<file path="src/rtl/rom_fetch_arbiter.sv">
// rtl/rom_fetch_arbiter.sv - two-port arbiter sequencing byte reads from the boot ROM
//
// Shares the byte-wide boot ROM read port between the instruction-fetch (I)
// and data-load (D) requesters. A granted request is checked for size,
// alignment and range, then its bytes are read one per cycle and assembled
// big-endian. The result is returned with a one-cycle acknowledge.
//
// Ports:
//   clk        system clock, all logic on posedge
//   nReset     synchronous active-low reset
//   iReq       fetch request (level, held until iAck)
//   iAddr      fetch byte address
//   iAck       fetch completion pulse
//   iData      fetched word, held until the next iAck
//   iErr       fetch error, qualified by iAck
//   dReq       load request (level, held until dAck)
//   dAddr      load byte address
//   dSize      load size: 0=byte 1=half 2=word 3=illegal
//   dAck       load completion pulse
//   dData      load result, zero-extended and right-aligned, held until next dAck
//   dErr       load error, qualified by dAck
//   romSelect  registered byte address to the ROM
//   romData    ROM byte output
module rom_fetch_arbiter #(
  parameter int SELECT_WIDTH = 32,
  parameter int MEMORY_SIZE  = 128,
  parameter int ROM_LATENCY  = 1
) (
  input  logic                    clk,
  input  logic                    nReset,
  input  logic                    iReq,
  input  logic [SELECT_WIDTH-1:0] iAddr,
  output logic                    iAck,
  output logic [31:0]             iData,
  output logic                    iErr,
  input  logic                    dReq,
  input  logic [SELECT_WIDTH-1:0] dAddr,
  input  logic [1:0]              dSize,
  output logic                    dAck,
  output logic [31:0]             dData,
  output logic                    dErr,
  output logic [SELECT_WIDTH-1:0] romSelect,
  input  logic [7:0]              romData
);

  localparam int SW = SELECT_WIDTH;
  // The ROM samples romSelect one edge after it is driven, then needs
  // ROM_LATENCY more edges, so the first capture lands ROM_LATENCY+1 edges in.
  localparam logic [3:0] LAT     = 4'(ROM_LATENCY);
  localparam logic [3:0] LAT1    = 4'(ROM_LATENCY + 1);
  localparam logic [SW:0] MEM_LIM = (SW+1)'(MEMORY_SIZE);

  typedef enum logic [1:0] {IDLE, READ, RESP} state_t;

  state_t          state_q, state_d;
  logic [SW-1:0]   addr_q, addr_d;
  logic [2:0]      n_q, n_d;
  logic            gnt_i_q, gnt_i_d;
  logic            last_d_q, last_d_d;
  logic [3:0]      cyc_q, cyc_d;
  logic [31:0]     shift_q, shift_d;
  logic [SW-1:0]   sel_q, sel_d;
  logic            iack_q, iack_d, ierr_q, ierr_d;
  logic            dack_q, dack_d, derr_q, derr_d;
  logic [31:0]     idata_q, idata_d, ddata_q, ddata_d;

  logic            take_i;
  logic [SW-1:0]   req_addr;
  logic [2:0]      req_n;
  logic            req_err;
  logic [SW:0]     end_addr;
  logic [3:0]      edge_k;
  logic [31:0]     shifted;

  // Round-robin: on a tie, grant the port that did not win last time.
  assign take_i   = iReq && (!dReq || last_d_q);
  assign req_addr = take_i ? iAddr : dAddr;

  always_comb begin
    req_n = 3'd4;
    if (!take_i) begin
      case (dSize)
        2'd0:    req_n = 3'd1;
        2'd1:    req_n = 3'd2;
        default: req_n = 3'd4;
      endcase
    end
  end

  // One extra bit so an address near the top of the space cannot wrap past the limit.
  assign end_addr = {1'b0, req_addr} + {{(SW-2){1'b0}}, req_n};

  assign req_err = (!take_i && dSize == 2'd3)
                || (req_n == 3'd2 && req_addr[0])
                || (req_n == 3'd4 && req_addr[1:0] != 2'b00)
                || (end_addr > MEM_LIM);

  assign edge_k  = cyc_q + 4'd1;
  assign shifted = {shift_q[23:0], romData};

  always_comb begin
    state_d  = state_q;
    addr_d   = addr_q;
    n_d      = n_q;
    gnt_i_d  = gnt_i_q;
    last_d_d = last_d_q;
    cyc_d    = cyc_q;
    shift_d  = shift_q;
    sel_d    = sel_q;
    iack_d   = 1'b0;
    dack_d   = 1'b0;
    idata_d  = idata_q;
    ierr_d   = ierr_q;
    ddata_d  = ddata_q;
    derr_d   = derr_q;
    case (state_q)
      IDLE: begin
        if (iReq || dReq) begin
          gnt_i_d  = take_i;
          last_d_d = !take_i;
          addr_d   = req_addr;
          n_d      = req_n;
          cyc_d    = 4'd0;
          shift_d  = 32'd0;
          if (req_err) begin
            state_d = RESP;
            if (take_i) begin
              iack_d  = 1'b1;
              idata_d = 32'd0;
              ierr_d  = 1'b1;
            end else begin
              dack_d  = 1'b1;
              ddata_d = 32'd0;
              derr_d  = 1'b1;
            end
          end else begin
            sel_d   = req_addr;
            state_d = READ;
          end
        end
      end
      READ: begin
        cyc_d = edge_k;
        // Issue side: present addr+k for k<n, then hold the last address.
        if (edge_k < {1'b0, n_q}) sel_d = addr_q + SW'(edge_k);
        // Capture side trails the issue side by the fixed ROM delay.
        if (edge_k >= LAT1) shift_d = shifted;
        if (edge_k == {1'b0, n_q} + LAT) begin
          state_d = RESP;
          if (gnt_i_q) begin
            iack_d  = 1'b1;
            idata_d = shifted;
            ierr_d  = 1'b0;
          end else begin
            dack_d  = 1'b1;
            ddata_d = shifted;
            derr_d  = 1'b0;
          end
        end
      end
      RESP:    state_d = IDLE;
      default: state_d = IDLE;
    endcase
  end

  always_ff @(posedge clk) begin
    if (!nReset) begin
      state_q  <= IDLE;
      addr_q   <= '0;
      n_q      <= 3'd0;
      gnt_i_q  <= 1'b0;
      last_d_q <= 1'b1;
      cyc_q    <= 4'd0;
      shift_q  <= 32'd0;
      sel_q    <= '0;
      iack_q   <= 1'b0;
      ierr_q   <= 1'b0;
      idata_q  <= 32'd0;
      dack_q   <= 1'b0;
      derr_q   <= 1'b0;
      ddata_q  <= 32'd0;
    end else begin
      state_q  <= state_d;
      addr_q   <= addr_d;
      n_q      <= n_d;
      gnt_i_q  <= gnt_i_d;
      last_d_q <= last_d_d;
      cyc_q    <= cyc_d;
      shift_q  <= shift_d;
      sel_q    <= sel_d;
      iack_q   <= iack_d;
      ierr_q   <= ierr_d;
      idata_q  <= idata_d;
      dack_q   <= dack_d;
      derr_q   <= derr_d;
      ddata_q  <= ddata_d;
    end
  end

  assign iAck      = iack_q;
  assign iData     = idata_q;
  assign iErr      = ierr_q;
  assign dAck      = dack_q;
  assign dData     = ddata_q;
  assign dErr      = derr_q;
  assign romSelect = sel_q;

endmodule

</file>
<file path="config.mk">
export PLATFORM = sky130hd
export DESIGN_NAME = rom_fetch_arbiter
export DESIGN_NICKNAME = d
export VERILOG_FILES = /design/src/rtl/rom_fetch_arbiter.sv
export SDC_FILE = /design/constraint.sdc
export NUM_CORES = 1
export LEC_CHECK = 0
export BUFFER_PORTS_ARGS = -buffer_cell sky130_fd_sc_hd__buf_2
export CORE_ASPECT_RATIO = 1.1
export CORE_MARGIN = 5
export CORE_UTILIZATION = 38
export DETAILED_ROUTE_END_ITERATION = 8
export PLACE_DENSITY_LB_ADDON = 0.15
export SLEW_MARGIN = 20
export SYNTH_ARGS = -nofsm -noshare
export SYNTH_HDL_FRONTEND = slang
export SYNTH_SLANG_ARGS = --single-unit
</file>
<file path="constraint.sdc">
create_clock -name clk -period 10.1 [get_ports clk]
set_clock_uncertainty 0.1 [all_clocks]
set_input_delay 1.01 -clock clk [delete_from_list [all_inputs] [get_ports clk]]
set_output_delay 1.01 -clock clk [all_outputs]
set_load 0.005 [all_outputs]
</file>
Yosys cells after proc, flatten, opt, wreduce, memory -nomap -nowiden
Cells that the tools add are included.
{"block": "op_classes", "add_sub_neg": 4, "n_lt_le_gt_ge": 3, "n_eq_ne": 16, "n_mux": 52, "reduce_logical": 22}
{"op": "$mux 32", "n": 14}
{"op": "$pmux 32 s2", "n": 3}
{"op": "$mux 24", "n": 2}
{"op": "$pmux 24 s2", "n": 1}
{"op": "$add 32x3->33", "n": 1}
{"op": "$gt 33x8->1 const B", "n": 1}
{"op": "$add 32x4->32", "n": 1}
{"op": "$mux 1", "n": 20}
{"op": "$ne 2x2->1 const B", "n": 10}
{"op": "$reduce_and 6->1", "n": 2}
{"op": "$pmux 1 s2", "n": 4}
{"op": "$pmux 4 s2", "n": 1}
{"op": "$mux 2", "n": 3}
{"op": "$pmux 3 s2", "n": 1}
{"op": "$reduce_and 2->1", "n": 3}
{"op": "$logic_or 1x1->1", "n": 5}
{"op": "$add 3x1->4 const B", "n": 1}
{"op": "$add 4x1->4 const B", "n": 1}
{"op": "$eq 2x1->1 const B", "n": 2}
{"op": "$eq 4x4->1", "n": 1}
{"op": "$ge 4x2->1 const B", "n": 1}
{"op": "$logic_and 1x1->1", "n": 4}
{"op": "$logic_not 2->1", "n": 2}
{"op": "$lt 4x3->1", "n": 1}
{"op": "10 further kinds", "n": 12}
{"block": "totals", "reg_bits": 167, "inputBits": 78, "out_inout_bits": 100, "elab_cells": 111}

Longest topological paths before layout
Gate-level depths: netlist of run 1.
{"block": "logic_depth", "ltp_word": 12, "mapped_depth": 21, "mapped_depth_nobuf": 18}

Least setup slack after synthesis of run 1
Ideal clock, no wire load.
{"block": "synth_timing", "path_kind": "input to register", "start": "in dReq", "end": "reg sel_q[31], in the netlist romSelect[31]", "setup_time_ns": 0.070, "t_arrival_ns": 5.118, "required_time_ns": 9.930, "path_slack_ns": 4.811, "cell_stages": 17, "path_buffers": 2, "cell_sequence": "and2b_4 -> nor2_4 -> buf_2 -> buf_1 -> mux2i_1 -> inv_1 -> ha_1 -> a21o_1 -> a21o_1 -> o21ai_1 -> nor3_1 -> or3b_1 -> xor2_1 -> nor4_2 -> a31oi_1 -> or4_1 -> a21oi_1"}
{"block": "synth_between", "elab_cells_between_ends": 24, "cone_classes": "add/sub: 1; order compare: 1; eq/ne: 4; mux: 5; reduce/logical: 13"}
{"element": "start: declaration", "line_no": "36", "text": "input logic dReq,"}
{"element": "$logic_not 1->1 (*)", "line_no": "76", "text": "assign take_i = iReq && (!dReq || last_d_q);"}
{"element": "$logic_or 1x1->1 (*)", "line_no": "76"}
{"element": "$logic_and 1x1->1 (*)", "line_no": "76"}
{"element": "$mux 32 (*)", "line_no": "77", "text": "assign req_addr = take_i ? iAddr : dAddr;"}
{"element": "net req_addr[1]", "line_no": "68", "text": "logic [SW-1:0] req_addr;"}
{"element": "branches (longest 3 deep; another with $add 32x3->33)"}
{"element": "$logic_or 1x1->1 (*)", "line_no": "96", "text": "|| (end_addr > MEM_LIM);"}
{"element": "$ne 2x2->1 (no source line) (*)"}
{"element": "$reduce_and 4->1 (no source line) (*)"}
{"element": "end signal: assignment", "line_no": "190", "text": "sel_q <= sel_d;"}
{"element": "end: declaration", "line_no": "62", "text": "logic [SW-1:0] sel_q, sel_d;"}
Mark *: on every way through the listed nets, which the timed path passes. The select of a mux whose other input is x is not followed.
A chain may end at the register's enable or synchronous reset.

Worst setup path in the final report of run 1
{"block": "layout_timing", "start": "in dReq", "end": "reg ddata_q[30], in the netlist dData[30]"}
{"block": "layout_between", "elab_cells_between_ends": 22, "cone_classes": "add/sub: 1; order compare: 1; eq/ne: 5; mux: 2; reduce/logical: 13"}
{"element": "$logic_not 1->1 (*)", "line_no": "76"}
{"element": "$logic_or 1x1->1 (*)", "line_no": "76"}
{"element": "$logic_and 1x1->1 (*)", "line_no": "76"}
{"element": "$mux 32 (*)", "line_no": "77"}
{"element": "net req_addr[0]", "line_no": "68"}
{"element": "branches (longest 3 deep; another with $add 32x3->33)"}
{"element": "$logic_or 1x1->1 (*)", "line_no": "96"}
{"element": "$ne 2x2->1 (no source line) (*)"}
{"element": "$reduce_and 6->1 (no source line) (*)"}
{"element": "end signal: assignment", "line_no": "196", "text": "ddata_q <= ddata_d;"}
{"element": "end: declaration", "line_no": "65", "text": "logic [31:0] idata_q, idata_d, ddata_q, ddata_d;"}
Mark *: on every way through the listed nets, which the timed path passes.

==> results.yml, run 1 <==
run_status:
  status: "complete, no violations"
final_layout:
  layout_common_cells: "buf_2, dfxtp_1, nand2_1"
  seq_area_sq_um: 3340
  drive_above_1_share_pct: 21.3
  syn_to_final_growth_pct: 19.5
  multi_input_area_sq_um: 4850
  fillCellCount: 2234
  nets: 1216
  num_antenna_cells: 0
  final_common_cell: "buf_2"
clocking:
  cts_tree: "yes"
  clockRootBuffer: "clkbuf_16"
  clk_latency_ns: 0.42
  clockBufferDepth: 2
  htreeDepth: 4
  hold_buffers: 0
  cts_resized: 0
  numCtsBuffers: 17
  clock_sinks: 167
  path_clk_slew_ns: 0.06
  post-cts-setup-buffer-count: 0
floorplan:
  dieArea_sq_um: 25500
  initial_core_util_pct: 38.6
  ios: 178
  die_x_um: 153
  die_h_um: 167
  core_area_sq_um: 22100
  row_count: 57
synth:
  synth_warnings: 0
  synth_edf_count: 0
  syn_area_per_cell_sq_um: 8.66
  synth_top_flop_cell: "dfxtp_1"
  ys_seq_elements: 167
  syn_inst: 984
  async_reset_ff_share_pct: 0
  netlist_area_sq_um: 8520
  ys_seq_area_share_pct: 39.2
  synth_nets: 1077
  synth_cell_type_count: 72
hold_path:
  min-delay-start: "dErr"
  hold_class: "flop to flop"
global_route:
  antenna_found_initial: 0
  grt_remaining_overflow: 0
  grt.total_usage_pct: 19.3
  grt_pass1_vias: 7554
  grt_pass1_wl_um: 41000
  grt_max_degree: 83
sta:
  hold_violations: 0
  rsz0062_at_grt: "false"
  min_period_ns: 6.13
  max_freq_mhz: 163
  fin_setup_tns_ns: 0
  fin_hold_ws_ns: 0.347
  slew_headroom_pct: 34.6
  worst_pin_slew_ns: 0.981
  maxSlewViolCount: 0
  finalCritPeriodShare_pct: 60.7
  fin_ws_ns: 3.97
  setup_viol: 0
worst_setup_path:
  cp.arrival_ns: 6.39
  r2r-start: "last_d_q"
  startpoint: "dReq"
  start_kind: "input port"
  path_max_fanout: 32
  crit_required_ns: 10.36
  critical_path_class: "input port to flop"
  worstSetupEndpointType: "flop"
drt:
  drtIter0Drc: 424
  routed_wl_um: 25300
  drtAntennaViolNets: 0
  drc: 0
  num_vias: 7954
  wire_per_inst_um: 17.7
  firstDrtPassIters: 5
  vias_per_cell: 5.56
power_and_ir_drop:
  power.share.clock_pct: 42.0
  seqPwrFrac_pct: 46.0
  switching_power_uw: 433
  ir_drop_v: 0.000109
  p_int_uw: 1070
  pwr-share-comb_pct: 12.0
  power_uw: 1500
  power_density_nw_per_um2: 147
  p_leak_uw: 0.00410
  swShare_pct: 28.8
placed_design:
  hpwl_um: 18600
  gp_congestion: 0.880
  buffer_ports.inserted: 177
  post-place-ws_ns: 3.62
run:
  drv_cap: 0
power groups by stage:
| stage | logic (uW) | clock network, uW | registers, uW |
|---|---|---|---|
| final | 180 | 630 | 691 |
| after global routing | 199 | 674 | 694 |
| after CTS | 180 | 648 | 691 |
| after detailed placement | 179 | 0 | 706 |
| after global placement | 180 | 0 | 706 |
| after floorplan | 120 | 0 | 702 |
per-stage QoR:
step,std cells,cell area [sq um],utilization (%)
6_report,1431,10200,46.0
5_1_grt,1431,10200,46.0
4_1_cts,1431,10200,46.0
3_5_place_dp,1399,9600,43.4
3_3_place_gp,1399,9600,43.4
2_1_floorplan,984,8520,-
kinds of logic after synthesis:
| logic type | synth area share (%) |
|---|---|
| and+or+nand+nor | 20.2 |
| AOI/OAI and AO/OA | 22.4 |
| DFF | 39.2 |
| buffers and inverters | 4.35 |
| muxes | 6.83 |
| xor gates and xnor gates | 4.62 |
| adders and majority gates | 2.38 |
cells in the mapped netlist, types with 4 or more instances:
library cell / number / area, sq um
nand4_1: 11 / 68.8
a21o_1: 7 / 52.6
o21ai_0: 13 / 65.1
or4_1: 4 / 30.0
o31a_1: 4 / 35.0
a32o_1: 48 / 480
xor2_1: 16 / 140
and2_1: 4 / 25.0
a22o_1: 16 / 140
a31oi_1: 7 / 43.8
dfxtp_1: 167 / 3340
nor2_1: 78 / 293
inv_1: 17 / 63.8
a21oi_1: 57 / 285
and3_1: 14 / 87.6
buf_2: 5 / 25.0
nor3_1: 14 / 70.1
buf_4: 10 / 75.1
nand2_1: 130 / 488
nor2b_1: 4 / 25.0
nand3_1: 58 / 290
o211ai_1: 22 / 165
a22oi_1: 5 / 37.5
mux2i_1: 57 / 571
a211oi_1: 34 / 255
buf_1: 5 / 18.8
nor4_1: 11 / 68.8
clkbuf_1: 48 / 180
nand2b_1: 9 / 56.3
ha_1: 13 / 163
xnor2_1: 29 / 254
worst paths after layout:
kind | to | slack (ns) | cells after the start
max | dData[30] | 3.97 | 18
min | dErr | 0.35 | 2
max reg2reg | dData[30] | 4.22 | 17
min reg2reg | dErr | 0.35 | 2
flip-flops by register name, summed over array words and instances (netlist names):
register	cells
last_d_q	1
addr_q	32
iErr	1
cyc_q	4
shift_q	24
iAck	1
iData	32
dErr	1
dData	32
gnt_i_q	1
romSelect	32
dAck	1
n_q	3
state_q	2
critical path: stages:
cell	delay, ns
buf_2	0.11
nand2b_1	0.53
nand2_2	0.51
mux2i_1	0.28
inv_1	0.09
ha_1	0.17
inv_1	0.06
fa_1	0.39
nand2b_1	0.20
nand2b_1	0.14
o21ai_1	0.25
nor4_1	0.52
nor4bb_1	0.35
o21ai_1	0.11
nor4_2	0.30
nand2_1	0.25
a31oi_4	0.86
a22o_1	0.23
cell type report:
class | count | area share (%)
clock inverters | 15 | 1.49
flip-flops and latches | 167 | 32.8
clock buffers | 17 | 4.18
multi-input cells | 730 | 47.7
repair buffers | 188 | 9.51
inverters | 19 | 0.701
well taps | 295 | 3.63
per-layer routing:
metal / up-vias / wire length, um / GRT usage (%)
li1: 3926 / - / -
met3: 18 / 1360 / 3.27
met1: 3754 / 11700 / 26.5
met2: 256 / 11900 / 32.0
met4: 0 / 265 / 4.38
met5: - / 0 / 0
Note: power is estimated with default switching activity, not from simulation.
==> run 2, diff against run 1 <==
Clock period 10.1 ns to 5.31 ns, I/O delays scaled along.
==> results.yml, run 2 (synthesis gave the netlist of run 1 again) <==
global_route:
  grt.total_usage_pct: 19.4
  grt_pass1_wl_um: 40600
  grt_remaining_overflow: 0
  antenna_found_initial: 0
  grt_max_degree: 83
  grt_pass1_vias: 7454
placed_design:
  hpwl_um: 18600
  post-place-ws_ns: 0.241
  dp.cells: 1411
  placed_area_sq_um: 9700
  gp_congestion: 0.877
  buffer_ports.inserted: 177
floorplan:
  dieArea_sq_um: 25500
  core_area_sq_um: 22100
  die_x_um: 153
  ios: 178
  row_count: 57
  initial_core_util_pct: 38.6
  die_h_um: 167
power_and_ir_drop:
  p_leak_uw: 0.00418
  ir_drop_v: 0.000225
  power_density_nw_per_um2: 286
worst_setup_path:
  slowest_delay_ns: 0.49
  start_kind: "flop"
  slowest_stage: "nor4_1"
  worstSetupEndpointType: "flop"
  critical_path_class: "flop to flop"
  path_max_fanout: 32
  crit_path_cell_trace: "and2b_4 -> nor2_4 -> nor2_1 -> inv_1 -> nor2_1 -> ha_1 -> inv_1 -> fa_1 -> nand2b_1 -> nand2b_1 -> o21ai_1 -> nor4_1 -> nor4bb_1 -> o21ai_1 -> nor4_2 -> a21oi_1 -> nor3b_4 -> buf_4 -> a22o_1"
  cp.arrival_ns: 5.12
  crit_required_ns: 5.58
drt:
  wire_per_inst_um: 17.4
  routed_wl_um: 25100
  firstDrtPassIters: 5
  vias_per_cell: 5.44
  num_vias: 7853
  drtAntennaViolNets: 0
  drtIter0Drc: 385
  drc: 0
clocking:
  clock_sinks: 167
  clockRootBuffer: "clkbuf_16"
  cts_resized: 0
  clockBufferDepth: 2
  htreeDepth: 4
  cts_tree: "yes"
  numCtsBuffers: 17
  hold_buffers: 0
  post-cts-setup-buffer-count: 0
  clk_latency_ns: 0.43
  path_clk_slew_ns: 0.07
sta:
  fin_ws_ns: 0.462
  fin_hold_ws_ns: 0.270
  worst_pin_slew_ns: 0.980
  setup_viol: 0
  slew_headroom_pct: 34.5
  maxSlewViolCount: 0
  max_freq_mhz: 206
  hold_violations: 0
  min_period_ns: 4.85
  fin_setup_tns_ns: 0
  rsz0062_at_grt: "false"
  finalCritPeriodShare_pct: 91.3
final_layout:
  nets: 1228
  design_area_sq_um: 10300
  num_antenna_cells: 0
  final_cells: 1443
  drive_above_1_share_pct: 22.1
  fillCellCount: 2232
  final_common_cell: "buf_2"
  layout_common_cells: "buf_2, dfxtp_1, nand2_1"
  syn_to_final_growth_pct: 20.9
run:
  drv_cap: 0
run_status:
  status: "complete, no violations"
hold_path:
  hold_class: "input port to flop"
[run 2: worst paths after layout]
kind	from	endpoint	slack, ns	cells after the start
max	last_d_q	iData[31]	0.46	19
min	romData[1]	iData[1]	0.27	2
max reg2reg	last_d_q	iData[31]	0.46	19
min reg2reg	romSelect[1]	romSelect[1]	0.35	2
[run 2: final cells by class]
type,count,area [sq um],share of cell area [%]
Multi-Input combinational cell,730,4840,47.0
Sequential cell,167,3340,32.4
Timing Repair Buffer,200,1070,10.4
Clock buffer,19,453,4.39
Tap cell,295,369,3.58
Clock inverter,13,156,1.52
Inverter,19,71.3,0.692
[run 2: per-stage QoR]
step,util (%),total power [uW]
final,46.6,2940
after global routing,46.6,3080
after CTS,46.6,2980
after detailed placement,43.9,1690
after global placement,43.9,1690
after floorplan,-,1560
[run 2: critical path, delay by kind of cell (launching register included)]
kind	cells	cell delay, ns
adder cells (fa/ha/maj)	2	0.57
flip-flops	1	0.33
AND/OR/NAND/NOR	10	2.60
AO/OA/AOI/OAI	4	0.67
buffers and inverters	3	0.50
[run 2: where the power goes]
group | internal [uW] | leakage, uW | switching (uW)
logic | 129 | 0.00253 | 220
clock network | 735 | 0.000300 | 545
registers | 1280 | 0.00136 | 31.8
[run 2: metal layers]
metal / global-route usage [%] / share of wire, % / vias to the layer above
li1: - / - / 3944
met1: 26.2 / 46 / 3653
met2: 31.4 / 47 / 226
met3: 4.00 / 4.8 / 30
met4: 6.01 / 1.8 / 0
met5: 0 / 0 / -
